`config.mk`:
```
export PLATFORM = sky130hd
export DESIGN_NAME = input_conditioner
export DESIGN_NICKNAME = d
export VERILOG_FILES = /design/src/rtl/input_conditioner.sv
export SDC_FILE = /design/constraint.sdc
export NUM_CORES = 1
export LEC_CHECK = 0
export BUFFER_PORTS_ARGS = -buffer_cell sky130_fd_sc_hd__buf_2
export CAP_MARGIN = 20
export CORE_MARGIN = 5
export CORE_UTILIZATION = 25
export CTS_BUF_LIST = sky130_fd_sc_hd__clkbuf_2
export DETAILED_ROUTE_END_ITERATION = 12
export GPL_TIMING_DRIVEN = 1
export PLACE_DENSITY = 0.51
export SYNTH_ARGS = -nofsm -noshare
export SYNTH_HDL_FRONTEND = slang
export SYNTH_SLANG_ARGS = --single-unit
```
`constraint.sdc`:
```
create_clock -name clk -period 3.6 [get_ports clk]
set_clock_uncertainty 0.15 [all_clocks]
set_input_delay 0.9 -clock clk [delete_from_list [all_inputs] [get_ports clk]]
set_output_delay 0.9 -clock clk [all_outputs]
set_load 0.05 [all_outputs]
```
`src/rtl/input_conditioner.sv`:
```
// Game front end: synchronizes and debounces the fire button and select switches,
// latches a one-hot row/column target and qualifies fire presses into strobes.
module input_conditioner #(
    parameter int DEBOUNCE_CYCLES = 1000000,
    parameter int CNT_W           = 20
) (
    input  logic       clk,
    input  logic       reset,
    input  logic       fire_btn,
    input  logic [3:0] sw_raw,
    input  logic       n_row_raw,
    output logic [3:0] row,
    output logic [3:0] column,
    output logic       target_valid,
    output logic       sel_error,
    output logic       fire_pulse,
    output logic       fire_reject,
    output logic [7:0] shots
);

    localparam int N = 6;
    localparam logic [CNT_W-1:0] CNT_LAST = CNT_W'(DEBOUNCE_CYCLES - 1);

    function automatic logic [2:0] popcount4(input logic [3:0] v);
        return 3'(v[0]) + 3'(v[1]) + 3'(v[2]) + 3'(v[3]);
    endfunction

    function automatic logic [7:0] sat_inc(input logic [7:0] v);
        return (v == 8'hFF) ? v : v + 8'd1;
    endfunction

    // Bit map: [3:0] switches, [4] fire, [5] row/column mode
    logic [N-1:0]     raw_p0;
    logic [N-1:0]     sync_p0, sync_p1;
    logic [N-1:0]     stable_p2;
    logic [CNT_W-1:0] cnt_p2 [N];

    assign raw_p0 = {n_row_raw, fire_btn, sw_raw};

    // Stage 0/1: two-flop synchronizer
    always_ff @(posedge clk or negedge reset) begin
        if (!reset) begin
            sync_p0 <= '0;
            sync_p1 <= '0;
        end else begin
            sync_p0 <= raw_p0;
            sync_p1 <= sync_p0;
        end
    end

    // Stage 2: per-input debounce; any return to the stable level restarts the count
    always_ff @(posedge clk or negedge reset) begin
        if (!reset) begin
            stable_p2 <= '0;
            for (int i = 0; i < N; i++) cnt_p2[i] <= '0;
        end else begin
            for (int i = 0; i < N; i++) begin
                if (sync_p1[i] == stable_p2[i]) begin
                    cnt_p2[i] <= '0;
                end else if (cnt_p2[i] == CNT_LAST) begin
                    stable_p2[i] <= sync_p1[i];
                    cnt_p2[i]    <= '0;
                end else begin
                    cnt_p2[i] <= cnt_p2[i] + 1'b1;
                end
            end
        end
    end

    logic [3:0] sw_s;
    logic       fire_s, n_row_s;
    logic [2:0] sw_pop;
    logic       one_hot, multi_hot;
    logic       fire_prev_p3, fire_rise;
    logic       row_ok, col_ok;

    assign sw_s      = stable_p2[3:0];
    assign fire_s    = stable_p2[4];
    assign n_row_s   = stable_p2[5];
    assign sw_pop    = popcount4(sw_s);
    assign one_hot   = (sw_pop == 3'd1);
    assign multi_hot = (sw_pop >= 3'd2);
    assign fire_rise = fire_s & ~fire_prev_p3;

    assign target_valid = row_ok & col_ok;

    // Stage 3: target latch and fire qualification against this cycle's registered target
    always_ff @(posedge clk or negedge reset) begin
        if (!reset) begin
            row          <= '0;
            column       <= '0;
            row_ok       <= 1'b0;
            col_ok       <= 1'b0;
            sel_error    <= 1'b0;
            fire_prev_p3 <= 1'b0;
            fire_pulse   <= 1'b0;
            fire_reject  <= 1'b0;
            shots        <= '0;
        end else begin
            sel_error    <= multi_hot;
            fire_prev_p3 <= fire_s;
            fire_pulse   <= 1'b0;
            fire_reject  <= 1'b0;
            if (one_hot) begin
                if (!n_row_s) begin
                    row    <= sw_s;
                    row_ok <= 1'b1;
                end else begin
                    column <= sw_s;
                    col_ok <= 1'b1;
                end
            end
            if (fire_rise) begin
                if (target_valid && !sel_error) begin
                    fire_pulse <= 1'b1;
                    shots      <= sat_inc(shots);
                end else begin
                    fire_reject <= 1'b1;
                end
            end
        end
    end

endmodule

```
-- Word-level counts from Yosys, hierarchy flattened
Index checks and enable logic that the tools add are counted.
- flip-flop bits (word level): 160
- $add $sub $neg: 10
- equal/unequal tests: 14
- reductions and logical operators: 11
- order comparisons: 1
- bitwise gates (word level): 11
- muxes and demuxes: 16
- operators by type and width (cell ; number):
    $mux W20 ; 12
    $add A20 B1 Y20 const B ; 6
    $eq A20 B20 Y1 const B ; 6
    $reduce_and A2 Y1 ; 8
    $not A1 Y1 ; 9
    $add A8 B1 Y8 const B ; 1
    $eq A8 B8 Y1 const B ; 1
    $eq A1 B1 Y1 ; 6
    $mux W1 ; 4
    $add A2 B1 Y3 ; 1
    $add A3 B1 Y3 ; 1
    $eq A3 B1 Y1 const B ; 1
    $ge A3 B2 Y1 const B ; 1
    $reduce_and A3 Y1 ; 1
    $add A1 B1 Y2 ; 1
    $and A1 B1 Y1 ; 2
    $logic_and A1 B1 Y1 ; 1
    $logic_not A1 Y1 ; 1

-- Logic depth before layout (Yosys ltp)
Gate-level depths: netlist of run 1.
- depth in word-level cells: 5
- depth in mapped cells: 8
- gate-level depth less buffers: 8

-- Worst setup path after synthesis of run 1
No wires, ideal clock.
- path type: register -> register
- start: register stable_p2[0]
- end: register row[0]
- buffers on the path: 0
- data required time: 3.325 ns
- slack: 0.845 ns
- arrival: 2.481 ns
- stages on the path, launching flop included: 9
- setup time: 0.125 ns
- cells stage by stage: dfrtp_1 inv_1 fa_1 inv_1 ha_1 inv_1 ha_1 nor4b_1 mux2_2
- cells in the longest elaborated chain, start to end: 5
- RTL lines (item ; line ; RTL):
    start, declared ; 35 ; logic [N-1:0] stable_p2;
    start signal, assigned by index ; 61 ; stable_p2[i] <= sync_p1[i];
    $add A1 B1 Y2 ; 25 ; return 3'(v[0]) + 3'(v[1]) + 3'(v[2]) + 3'(v[3]);
    $add A2 B1 Y3 ; 25 ;
    $add A3 B1 Y3 ; 25 ;
    $eq A3 B1 Y1 ; 81 ; assign one_hot = (sw_pop == 3'd1);
    $reduce_and A2 Y1 (no source line) ; - ;
    end signal, assigned ; 106 ; row <= sw_s;
    end, declared ; 12 ; output logic [3:0] row,
Several ways; a longest one is shown, not always the timed one.
A chain may end at the register's enable or synchronous reset.

-- Worst setup path in the final report of run 1
- start: register stable_p2[0]
- end: register column[0]
- cells in the longest elaborated chain, start to end: 5
- RTL lines (item ; line ; RTL):
    $add A1 B1 Y2 ; 25 ;
    $add A2 B1 Y3 ; 25 ;
    $add A3 B1 Y3 ; 25 ;
    $eq A3 B1 Y1 ; 81 ;
    $reduce_and A2 Y1 (no source line) ; - ;
    end signal, assigned ; 109 ; column <= sw_s;
    end, declared ; 13 ; output logic [3:0] column,
Several ways; a longest one is shown, not always the timed one.

==> metrics.md, run 1 <==
| Metric | Value |
|---|---|
| Status | `complete, no violations` |
| Total Die Area | `33900 sq um` |
| Worst-Margin Slew | `817 ps` |
| GP Congestion | `0.772` |
| Register area share after synthesis | `52.9%` |
| Reg2reg path depth | `8` |
| Core footprint | `29800 sq um` |
| Worst hold path type | `input port to flip-flop` |
| Vias/cell | `4.57` |
| Post-Syn Instances | `730` |
| Yosys top cell area share | `52.9%` |
| Initial antenna violation count | `1` |
| WP data required | `4060 ps` |
| Hold Path End | `sync_p0[1]` |
| Period minus WS final | `2880 ps` |
| Reg power frac | `65.3%` |
| Critical Path Most Common Cell | `inv_1` |
| Crit path launch | `stable_p2[0]` |
| Final Max Tran Viols | `0` |
| First-pass GRT wire length | `25700 um` |
| Internal | `0.00205 W` |
| TritonRoute pass-1 iters | `5` |
| Via Count | `5365` |
| Total GRT Usage | `9.19%` |
| Critical Path AT | `3340 ps` |
| Crit path largest cell delay | `610 ps` |
| Setup bufs post-CTS | `0` |
| Area Growth Syn to Fin | `11.5%` |
| Gate power share | `3.8%` |
| Worst hold path stage count | `1` |
| Crit Path Max Fanout | `5` |
| Reg-to-Reg Start | `stable_p2[0]` |
| RSZ-0062 raised after global routing | `no` |
| Num ports | `28` |
| Seq cells post-synth | `160` |
| Mapped cell area | `7570 sq um` |
| Syn Nets | `749` |
| Netlist cell types | `44` |
| EDFF count, synth | `0` |
| Static Leakage | `3.52 nW` |
| Detailed placement HPWL | `10500 um` |
| Final period utilization | `80.1%` |
| Inserted Clock Buffers | `17` |
| Reg area | `4000 sq um` |
| VDD IR max | `0.188 mV` |
| CTS tree | `yes` |
| Hold Startpoint | `sw_raw[1]` |
| Setup violators final | `0` |
| Switching pwr | `0.000777 W` |
| Pwr Density | `335 nW/um^2` |
| Final nets | `787` |
| Reg-to-reg slack, setup | `720 ps` |
| Clock buffer depth | `2` |
| Top FF cell, synth | `dfrtp_1` |
| GRT overflow | `0` |
| Slew margin rel. | `45.5%` |
| Setup TNS | `0 ps` |
| CP endpoint kind | `flip-flop` |
| Clock sink total | `160` |
| Largest net degree at the start of global routing | `72` |
| Count of buffers from port buffering | `27` |
| Kind of critical path | `flip-flop to flip-flop` |
| Reg2reg end | `column[0]` |
| Die Y | `184 um` |
| Slowest stage cell, crit path | `nor4bb_2` |
| Crit-path cells | `inv_1 -> fa_1 -> inv_1 -> ha_1 -> inv_1 -> ha_1 -> nor4bb_2 -> mux2_2` |
| Synth area leader | `dfrtp_1` |
| Routed wire length | `15100 um` |
| Post-Syn Area per Cell | `10.4 sq um` |
| Final Non-Filler Cells | `1173` |
| H-tree levels | `4` |
| Clock transition at the registers of the reported paths | `250 ps` |
| Die X-Extent | `184 um` |
| DR iter-0 viols | `252` |
| Switching Fraction | `27.5%` |
| Clock Root Buffer | `clkbuf_2` |
| Initial Utilization | `25.4%` |
| Number of remaining DRC errors | `0` |
| Clock power frac | `30.9%` |
| Dpl cells | `1137` |
| Top post-synthesis cells by area | `dfrtp_1, xor2_1, nor2_1, xnor2_1, nand3_1` |
| Critical path launch point type | `flip-flop` |
| FMAX | `347 MHz` |
| Ys async rst share | `100%` |
| Max-Cap Viols | `0` |
| Post-DRT Antenna Nets | `0` |
| Utilization after layout | `28.3%` |
| Vias in the first global route | `5106` |
| Share of layout cells above drive strength 1 | `12.9%` |
| Drt wl/cell | `12.9 um` |
| # rows | `63` |
| Hold Fails Final Rpt | `0` |
| Clk Latency, worst-skew pair | `700 ps` |
| Fillers | `3147` |
| Area occupied by multi-input gates | `3390 sq um` |
| YS warnings | `0` |
## stage by stage
step / total power [W] / cell area, sq um / setup slack, ps / hold WS, ps
after floorplan: 0.00192 / 7570 / 845 / 181
after global placement: 0.00199 / 8220 / 797 / 185
after detailed placement: 0.00199 / 8220 / 729 / 187
after CTS: 0.00289 / 8420 / 664 / 5.74
after global routing: 0.00298 / 8440 / 519 / 2.51
final: 0.00282 / 8440 / 716 / 128
## cell families (layout without fill, tap and decap cells)
group,count (synthesis),count (layout),share of synthesized area [%]
AO/OA/AOI/OAI,83,83,6.84
XOR/XNOR,83,83,9.60
adder cells (fa/ha/maj),11,11,1.92
buffers and inverters,49,100,2.58
flip-flops,160,160,52.9
multiplexers,15,15,2.23
other,0,2,0
AND/OR/NAND/NOR,329,329,23.9
## cell usage in the layout, fill, tap and decap left out, types with 3 or more instances in the layout
master,count
or4_1,21
clkbuf_2,18
buf_4,7
nor4bb_1,3
xnor2_1,35
inv_1,31
mux2_2,15
nor3_1,14
clkinvlp_4,5
and4_1,10
nand4_1,26
o21ai_0,18
o31ai_1,19
ha_1,10
nor2b_1,5
or4b_2,3
nand2_1,37
nor4_1,15
nand3_1,52
or3_1,20
and2_1,7
o31ai_2,3
buf_2,26
or2_2,4
xor2_1,48
a21oi_1,38
nor2_1,83
and3_1,15
dfrtp_1,160
## synthesized netlist by cell type (3+ instances only)
| cell | n |
|---|---|
| nor4bb_1 | 4 |
| nand4_1 | 26 |
| clkbuf_1 | 11 |
| nand3_1 | 52 |
| nor4_1 | 15 |
| nor2b_1 | 5 |
| a21oi_1 | 38 |
| dfrtp_1 | 160 |
| or4b_2 | 3 |
| or2_2 | 4 |
| nor2_1 | 83 |
| nor3_1 | 14 |
| xnor2_1 | 35 |
| nand2_1 | 37 |
| or4_1 | 21 |
| or3_1 | 20 |
| and4_1 | 10 |
| mux2_2 | 15 |
| inv_1 | 31 |
| o31ai_1 | 21 |
| buf_2 | 6 |
| and3_1 | 15 |
| xor2_1 | 48 |
| o21ai_0 | 18 |
| and2_1 | 7 |
| ha_1 | 10 |
## cell type report
class | instances | share of cell area (%)
clock inverters | 14 | 1.29
inverters | 31 | 1.38
well taps | 390 | 5.78
repair buffers | 37 | 2.77
clock buffers | 18 | 1.07
flip-flops and latches | 160 | 47.4
multi-input cells | 521 | 40.2
diodes | 2 | 0.0593
## worst max-delay path: cells and delay by family (launching register included)
family / cells / cell delay (ps)
multiplexers: 1 / 400
flip-flops: 1 / 480
adder cells (fa/ha/maj): 3 / 960
buffers and inverters: 3 / 180
AND/OR/NAND/NOR: 1 / 610
## power by group through the flow
stage                     Combinational, W  Sequential, W  Clock, W
after floorplan                  0.0000485        0.00187         0
after global placement            0.000110        0.00188         0
after detailed placement          0.000110        0.00188         0
after CTS                         0.000111        0.00185  0.000934
after global routing              0.000125        0.00185   0.00100
final                             0.000106        0.00185  0.000872
## worst max-delay path by stage
stage                     end  slack (ps)
floorplan              row[0]         840
global placement    column[3]         800
detailed placement  column[3]         730
CTS                 column[0]         660
global route        column[3]         520
finish              column[0]         720
## repair_timing
action                                 4_1_cts  5_1_grt
hold buffers                                 1        1
resized for setup                            0        0
endpoints found under the hold margin       51        1
## state kept, by name (all words and copies together), names as in the netlist
| name | count |
|---|---|
| shots | 8 |
| fire_reject | 1 |
| sync_p0 | 6 |
| row_ok | 1 |
| sync_p1 | 6 |
| col_ok | 1 |
| row | 4 |
| stable_p2 | 6 |
| cnt_p2 | 120 |
| column | 4 |
| sel_error | 1 |
| fire_prev_p3 | 1 |
| fire_pulse | 1 |
## per-layer routing
metal | GRT usage (%) | routed length, um | share of wire [%] | vias to the layer above
met2 | 14.1 | 6650 | 44 | 62
met4 | 2.57 | 187 | 1.2 | 0
met5 | 0 | 0 | 0 | -
li1 | - | - | - | 2688
met1 | 12.7 | 7570 | 50 | 2600
met3 | 2.73 | 684 | 4.5 | 15
No activity file was read; power rests on OpenSTA's default activity.
==> inputs of run 2 (changes only) <==
--- a/config.mk
+++ b/config.mk
@@ -12,7 +12,7 @@
 export CTS_BUF_LIST = sky130_fd_sc_hd__clkbuf_2
 export DETAILED_ROUTE_END_ITERATION = 12
 export GPL_TIMING_DRIVEN = 1
-export PLACE_DENSITY = 0.51
+export PLACE_DENSITY = 0.52
 export SYNTH_ARGS = -nofsm -noshare
 export SYNTH_HDL_FRONTEND = slang
 export SYNTH_SLANG_ARGS = --single-unit
==> constraint.sdc (replaced) <==
create_clock -name clk -period 2.3 [get_ports clk]
set_clock_uncertainty 0.15 [all_clocks]
set_input_delay 0.575 -clock clk [delete_from_list [all_inputs] [get_ports clk]]
set_output_delay 0.575 -clock clk [all_outputs]
set_load 0.05 [all_outputs]
==> run 2 against run 1 <==
  * The run now ends with setup timing left
  * Routed wire length shrank 1.8%
  * Sequential share of layout area is 2.1 points lower
  * Final area grew 4.8%
  * Final cell count increased by 1.8%
==> metrics.md, run 2 (same netlist as run 1, synthesis figures left out) <==
| Metric | Value |
|---|---|
| TritonRoute pass-1 iters | `4` |
| Vias in the first global route | `5191` |
| Clock power frac | `34.6%` |
| Die Y | `184 um` |
| Pwr Density | `531 nW/um^2` |
| Failing checks | `setup timing` |
| Commonest non-fill, non-tap cell in the layout | `dfrtp_1` |
| Number of remaining DRC errors | `0` |
| Total Die Area | `33900 sq um` |
| Crit-path cells | `inv_2 -> fa_1 -> inv_2 -> ha_4 -> inv_2 -> ha_4 -> nor4bb_4 -> buf_4 -> mux2_4` |
| RSZ-0062 raised after global routing | `yes` |
| Inserted Clock Buffers | `17` |
| CTS tree | `yes` |
| Vias/cell | `4.53` |
| Count of buffers from port buffering | `27` |
| FMAX | `409 MHz` |
| Kind of critical path | `flip-flop to flip-flop` |
| Slew margin rel. | `58.1%` |
| PnR worst setup slack | `-146 ps` |
| Commonest non-fill, non-tap cells in the layout | `dfrtp_1, nor2_1, nand3_1, xor2_1, a21oi_1` |
| CP endpoint kind | `flip-flop` |
| Crit Path Max Fanout | `3` |
| Static Leakage | `3.68 nW` |
| Num ports | `28` |
| Gate power share | `4.0%` |
| Crit path largest cell delay | `540 ps` |
| Worst Hold Slack | `227 ps` |
| Critical path launch point type | `flip-flop` |
| Reg power frac | `61.5%` |
| Core footprint | `29800 sq um` |
| Clock sink total | `160` |
| Biggest register | `cnt_p2` |
| Final nets | `809` |
| Reg2reg path depth | `9` |
| Worst hold path stage count | `0` |
| Switching Fraction | `24.6%` |
| Dpl cells | `1150` |
| Hold Fails Final Rpt | `0` |
| Via Count | `5411` |
| # rows | `63` |
| Max reg flops | `120` |
| Critical Path Most Common Cell | `inv_2` |
| Setup violators final | `8` |
| Switching pwr | `0.00116 W` |
| Status | `finished, violations left` |
| Biggest regs | `cnt_p2 (120), shots (8)` |
| First-pass GRT wire length | `25700 um` |
| Clk Latency, worst-skew pair | `720 ps` |
| DR iter-0 viols | `371` |
| Worst hold path type | `flip-flop to flip-flop` |
| GRT overflow | `0` |
| Worst-Margin Slew | `623 ps` |
| H-tree levels | `4` |
| Initial antenna violation count | `1` |
| Post-DRT Antenna Nets | `0` |
| GP Congestion | `0.738` |
| Final Max Tran Viols | `0` |
| Period minus WS final | `2450 ps` |
| Critical Path AT | `2910 ps` |
| Drt wl/cell | `12.4 um` |
| Die X-Extent | `184 um` |
| Clock buffer depth | `2` |
| Area Growth Syn to Fin | `16.8%` |
| Largest net degree at the start of global routing | `65` |
| Clock Root Buffer | `clkbuf_2` |
| Detailed placement HPWL | `10100 um` |
| Total GRT Usage | `9.07%` |
| Slowest stage cell, crit path | `fa_1` |
| Max-Cap Viols | `0` |
| Routed wire length | `14800 um` |
| Initial Utilization | `25.4%` |
| VDD IR max | `0.207 mV` |
| Final period utilization | `106%` |
| Internal | `0.00354 W` |
| Share of layout cells above drive strength 1 | `15.8%` |
| WP data required | `2770 ps` |
| Clock transition at the registers of the reported paths | `210 ps` |
| Final Non-Filler Cells | `1194` |
## run 2: power by group through the flow
stage               combinational, W  clock (W)  sequential (W)
global route                0.000221    0.00182         0.00290
global placement            0.000186          0         0.00294
finish                      0.000187    0.00162         0.00289
floorplan                  0.0000759          0         0.00293
CTS                         0.000197    0.00172         0.00289
detailed placement          0.000184          0         0.00294
## run 2: final timing paths
| path | startpoint | endpoint | slack (ps) |
|---|---|---|---|
| max | stable_p2[3] | column[2] | -150 |
| min | sync_p0[5] | sync_p1[5] | 230 |
| max reg2reg | stable_p2[3] | column[2] | -150 |
| min reg2reg | sync_p0[5] | sync_p1[5] | 230 |
| max in group asynchronous | reset | cnt_p2[74] | 1070 |
| min in group asynchronous | reset | cnt_p2[77] | 240 |
## run 2: per-layer routing
layer,GRT usage (%),share of wire [%],vias up
met5,0,0,-
met4,2.31,0.48,0
met3,2.57,3.9,4
met2,13.2,43,67
li1,-,-,2722
met1,13.3,52,2618
## run 2: final cells by class
| type | instances | area, sq um |
|---|---|---|
| Sequential cell | 160 | 4010 |
| Clock buffer | 19 | 95.1 |
| Inverter | 31 | 116 |
| Clock inverter | 13 | 164 |
| Fill cell | 3108 | 21000 |
| Timing Repair Buffer | 59 | 497 |
| Antenna cell | 1 | 2.50 |
| Multi-Input combinational cell | 521 | 3470 |
| Tap cell | 390 | 488 |
## run 2: critical path: cells and delay by family, from the launching register on
family                   cells  cell delay, ps
adder cells (fa/ha/maj)      3             910
AND/OR/NAND/NOR              1             300
flip-flops                   1             400
multiplexers                 1             290
buffers and inverters        4             330
## run 2: per-stage QoR
stage / total power, W / TNS, ps / utilization, % / setup WS (ps) / cell area (sq um)
6_report: 0.00470 / -880 / 29.7 / -146 / 8840
5_1_grt: 0.00494 / -1730 / 29.7 / -270 / 8840
4_1_cts: 0.00480 / -1230 / 29.5 / -175 / 8790
3_5_place_dp: 0.00312 / -1030 / 28.3 / -161 / 8420
3_3_place_gp: 0.00312 / -912 / 28.3 / -140 / 8420
2_1_floorplan: 0.00300 / -1070 / - / -164 / 7640
## run 2: timing repair
item / CTS / global route
pin swaps: 0 / 2
resized for setup: 9 / 12
setup endpoints to repair: 12 / 18
endpoints found under the hold margin: 166 / 0
hold buffers: 8 / 0
buffers inserted: 0 / 3
==> inputs of run 3 (changes only) <==
--- a/config.mk
+++ b/config.mk
@@ -16,3 +16,4 @@
 export SYNTH_ARGS = -nofsm -noshare
 export SYNTH_HDL_FRONTEND = slang
 export SYNTH_SLANG_ARGS = --single-unit
+export TNS_END_PERCENT = 1
==> run 3 against run 2 <==
  * Utilization hardly changed
  * Routed wire length increased by 5.8%
  * Via count rose by 0.59%
  * Setup slack better by 9.1 ps
  * Critical path type unchanged
  * The flow still finishes with violations (setup timing)
  * Flip-flop and latch count unchanged
==> metrics.md, run 3 (same netlist as run 1, synthesis figures left out) <==
| Metric | Value |
|---|---|
| Status | `finished, violations left` |
| Failing checks | `setup timing` |
| Count of buffers from port buffering | `27` |
| Pwr Density | `533 nW/um^2` |
| TritonRoute pass-1 iters | `4` |
| Via Count | `5443` |
| PnR worst setup slack | `-137 ps` |
| Die Y | `184 um` |
| Number of remaining DRC errors | `0` |
| Final nets | `809` |
| Hold Fails Final Rpt | `0` |
| Commonest non-fill, non-tap cells in the layout | `dfrtp_1, nor2_1, nand3_1, xor2_1, a21oi_1` |
| Area Growth Syn to Fin | `16.9%` |
| Vias/cell | `4.56` |
| Clock power frac | `34.8%` |
| Clock sink total | `160` |
| Placed Area | `8390 sq um` |
| Internal | `0.00353 W` |
| Static Leakage | `3.66 nW` |
| H-tree levels | `4` |
| Initial Utilization | `25.4%` |
| GP Congestion | `0.748` |
| Clk Latency, worst-skew pair | `730 ps` |
| CTS tree | `yes` |
| GRT overflow | `0` |
| Clock buffer depth | `2` |
| Crit Path Max Fanout | `5` |
| Largest net degree at the start of global routing | `51` |
| # rows | `63` |
| Max-Cap Viols | `0` |
| Commonest non-fill, non-tap cell in the layout | `dfrtp_1` |
| Setup violators final | `8` |
| Clock transition at the registers of the reported paths | `260 ps` |
| Slew margin rel. | `62.7%` |
| VDD IR max | `0.228 mV` |
| Switching pwr | `0.00119 W` |
| Core footprint | `29800 sq um` |
| Initial antenna violation count | `1` |
| Final period utilization | `106%` |
| RSZ-0062 raised after global routing | `yes` |
| Switching Fraction | `25.2%` |
| First-pass GRT wire length | `27100 um` |
| Vias in the first global route | `5454` |
| Final Max Tran Viols | `0` |
| Detailed placement HPWL | `11000 um` |
| Share of layout cells above drive strength 1 | `16.1%` |
| Num ports | `28` |
| Total GRT Usage | `9.76%` |
| Period minus WS final | `2440 ps` |
| Die X-Extent | `184 um` |
| FMAX | `410 MHz` |
| Max reg flops | `120` |
| DR iter-0 viols | `309` |
| CP endpoint kind | `flip-flop` |
| Worst-Margin Slew | `555 ps` |
| Inserted Clock Buffers | `17` |
| WP data required | `2780 ps` |
| Worst hold path type | `input port to asynchronous set/reset pin` |
| Pwr Total | `0.00472 W` |
| Reg power frac | `61.3%` |
| Total Die Area | `33900 sq um` |
| Routed wire length | `15700 um` |
| Critical path launch point type | `flip-flop` |
| Drt wl/cell | `13.1 um` |
| Biggest register | `cnt_p2` |
| Post-DRT Antenna Nets | `0` |
| Gate power share | `3.9%` |
| Critical Path AT | `2910 ps` |
| Finished Cell Area | `8850 sq um` |
| Kind of critical path | `flip-flop to flip-flop` |
| Biggest regs | `cnt_p2 (120), shots (8)` |
| Clock Root Buffer | `clkbuf_2` |
==> run 3: cell types whose count changed in the layout (fill, tap and decap cells not counted), sizes merged <==
cell / change
buf: +4
clkbuf: -4
clkinvlp: +3
clkinv: -2
dlygate4sd3: -1
==> run 3: through the flow <==
step	instances	hold WS, ps	TNS, ps	worst slack, ps	util [%]
floorplan	730	129	-1130	-164	-
global placement	1152	184	-1200	-182	28.2
detailed placement	1152	189	-1330	-210	28.2
CTS	1193	81.1	-995	-164	29.5
global route	1194	75.3	-1660	-225	29.7
finish	1194	171	-907	-137	29.7
==> run 3: final timing paths <==
check	depth (start not counted)	slack, ps	end	from
worst max-delay path	9	-140	column[2]	stable_p2[0]
worst min-delay path	2	170	cnt_p2[118]	reset
worst max register to register	9	-140	column[2]	stable_p2[0]
worst min register to register	0	240	sync_p1[1]	sync_p0[1]
max in group asynchronous	3	1210	sync_p1[1]	reset
min in group clk	0	240	sync_p1[1]	sync_p0[1]
==> run 3: power groups by stage <==
stage | registers [W] | clock network (W) | logic, W
after detailed placement | 0.00294 | 0 | 0.000185
after floorplan | 0.00293 | 0 | 0.0000759
final | 0.00289 | 0.00164 | 0.000186
after global routing | 0.00290 | 0.00187 | 0.000219
after global placement | 0.00294 | 0 | 0.000184
after CTS | 0.00289 | 0.00175 | 0.000195
==> run 3: layer usage <==
metal	wire [um]	global-route usage, %	up-vias
li1	-	-	2719
met1	7810	13.2	2661
met2	7280	15.4	50
met3	348	2.33	13
met4	235	3.31	0
met5	0	0	-
==> run 3: cell type report <==
class | instances | area, sq um
Clock buffer | 18 | 90.1
Antenna cell | 1 | 2.50
Inverter | 31 | 116
Fill cell | 3134 | 20900
Tap cell | 390 | 488
Sequential cell | 160 | 4010
Multi-Input combinational cell | 521 | 3470
Timing Repair Buffer | 59 | 510
Clock inverter | 14 | 166
==> run 3: critical path, cell delays in order (launching register included) <==
cell and delay [ps]:
dfrtp_1 420, inv_2 40, fa_1 550, inv_2 50, ha_4 150, inv_2 60, ha_4 210, nor4bb_4 270
buf_6 160, mux2_4 290
==> run 3: what timing repair did <==
item,4_1_cts,5_1_grt
endpoints found under the hold margin,166,0
setup endpoints to repair,18,27
pin swaps,1,0
hold buffers,7,0
resized for setup,20,26
buffers inserted,2,0
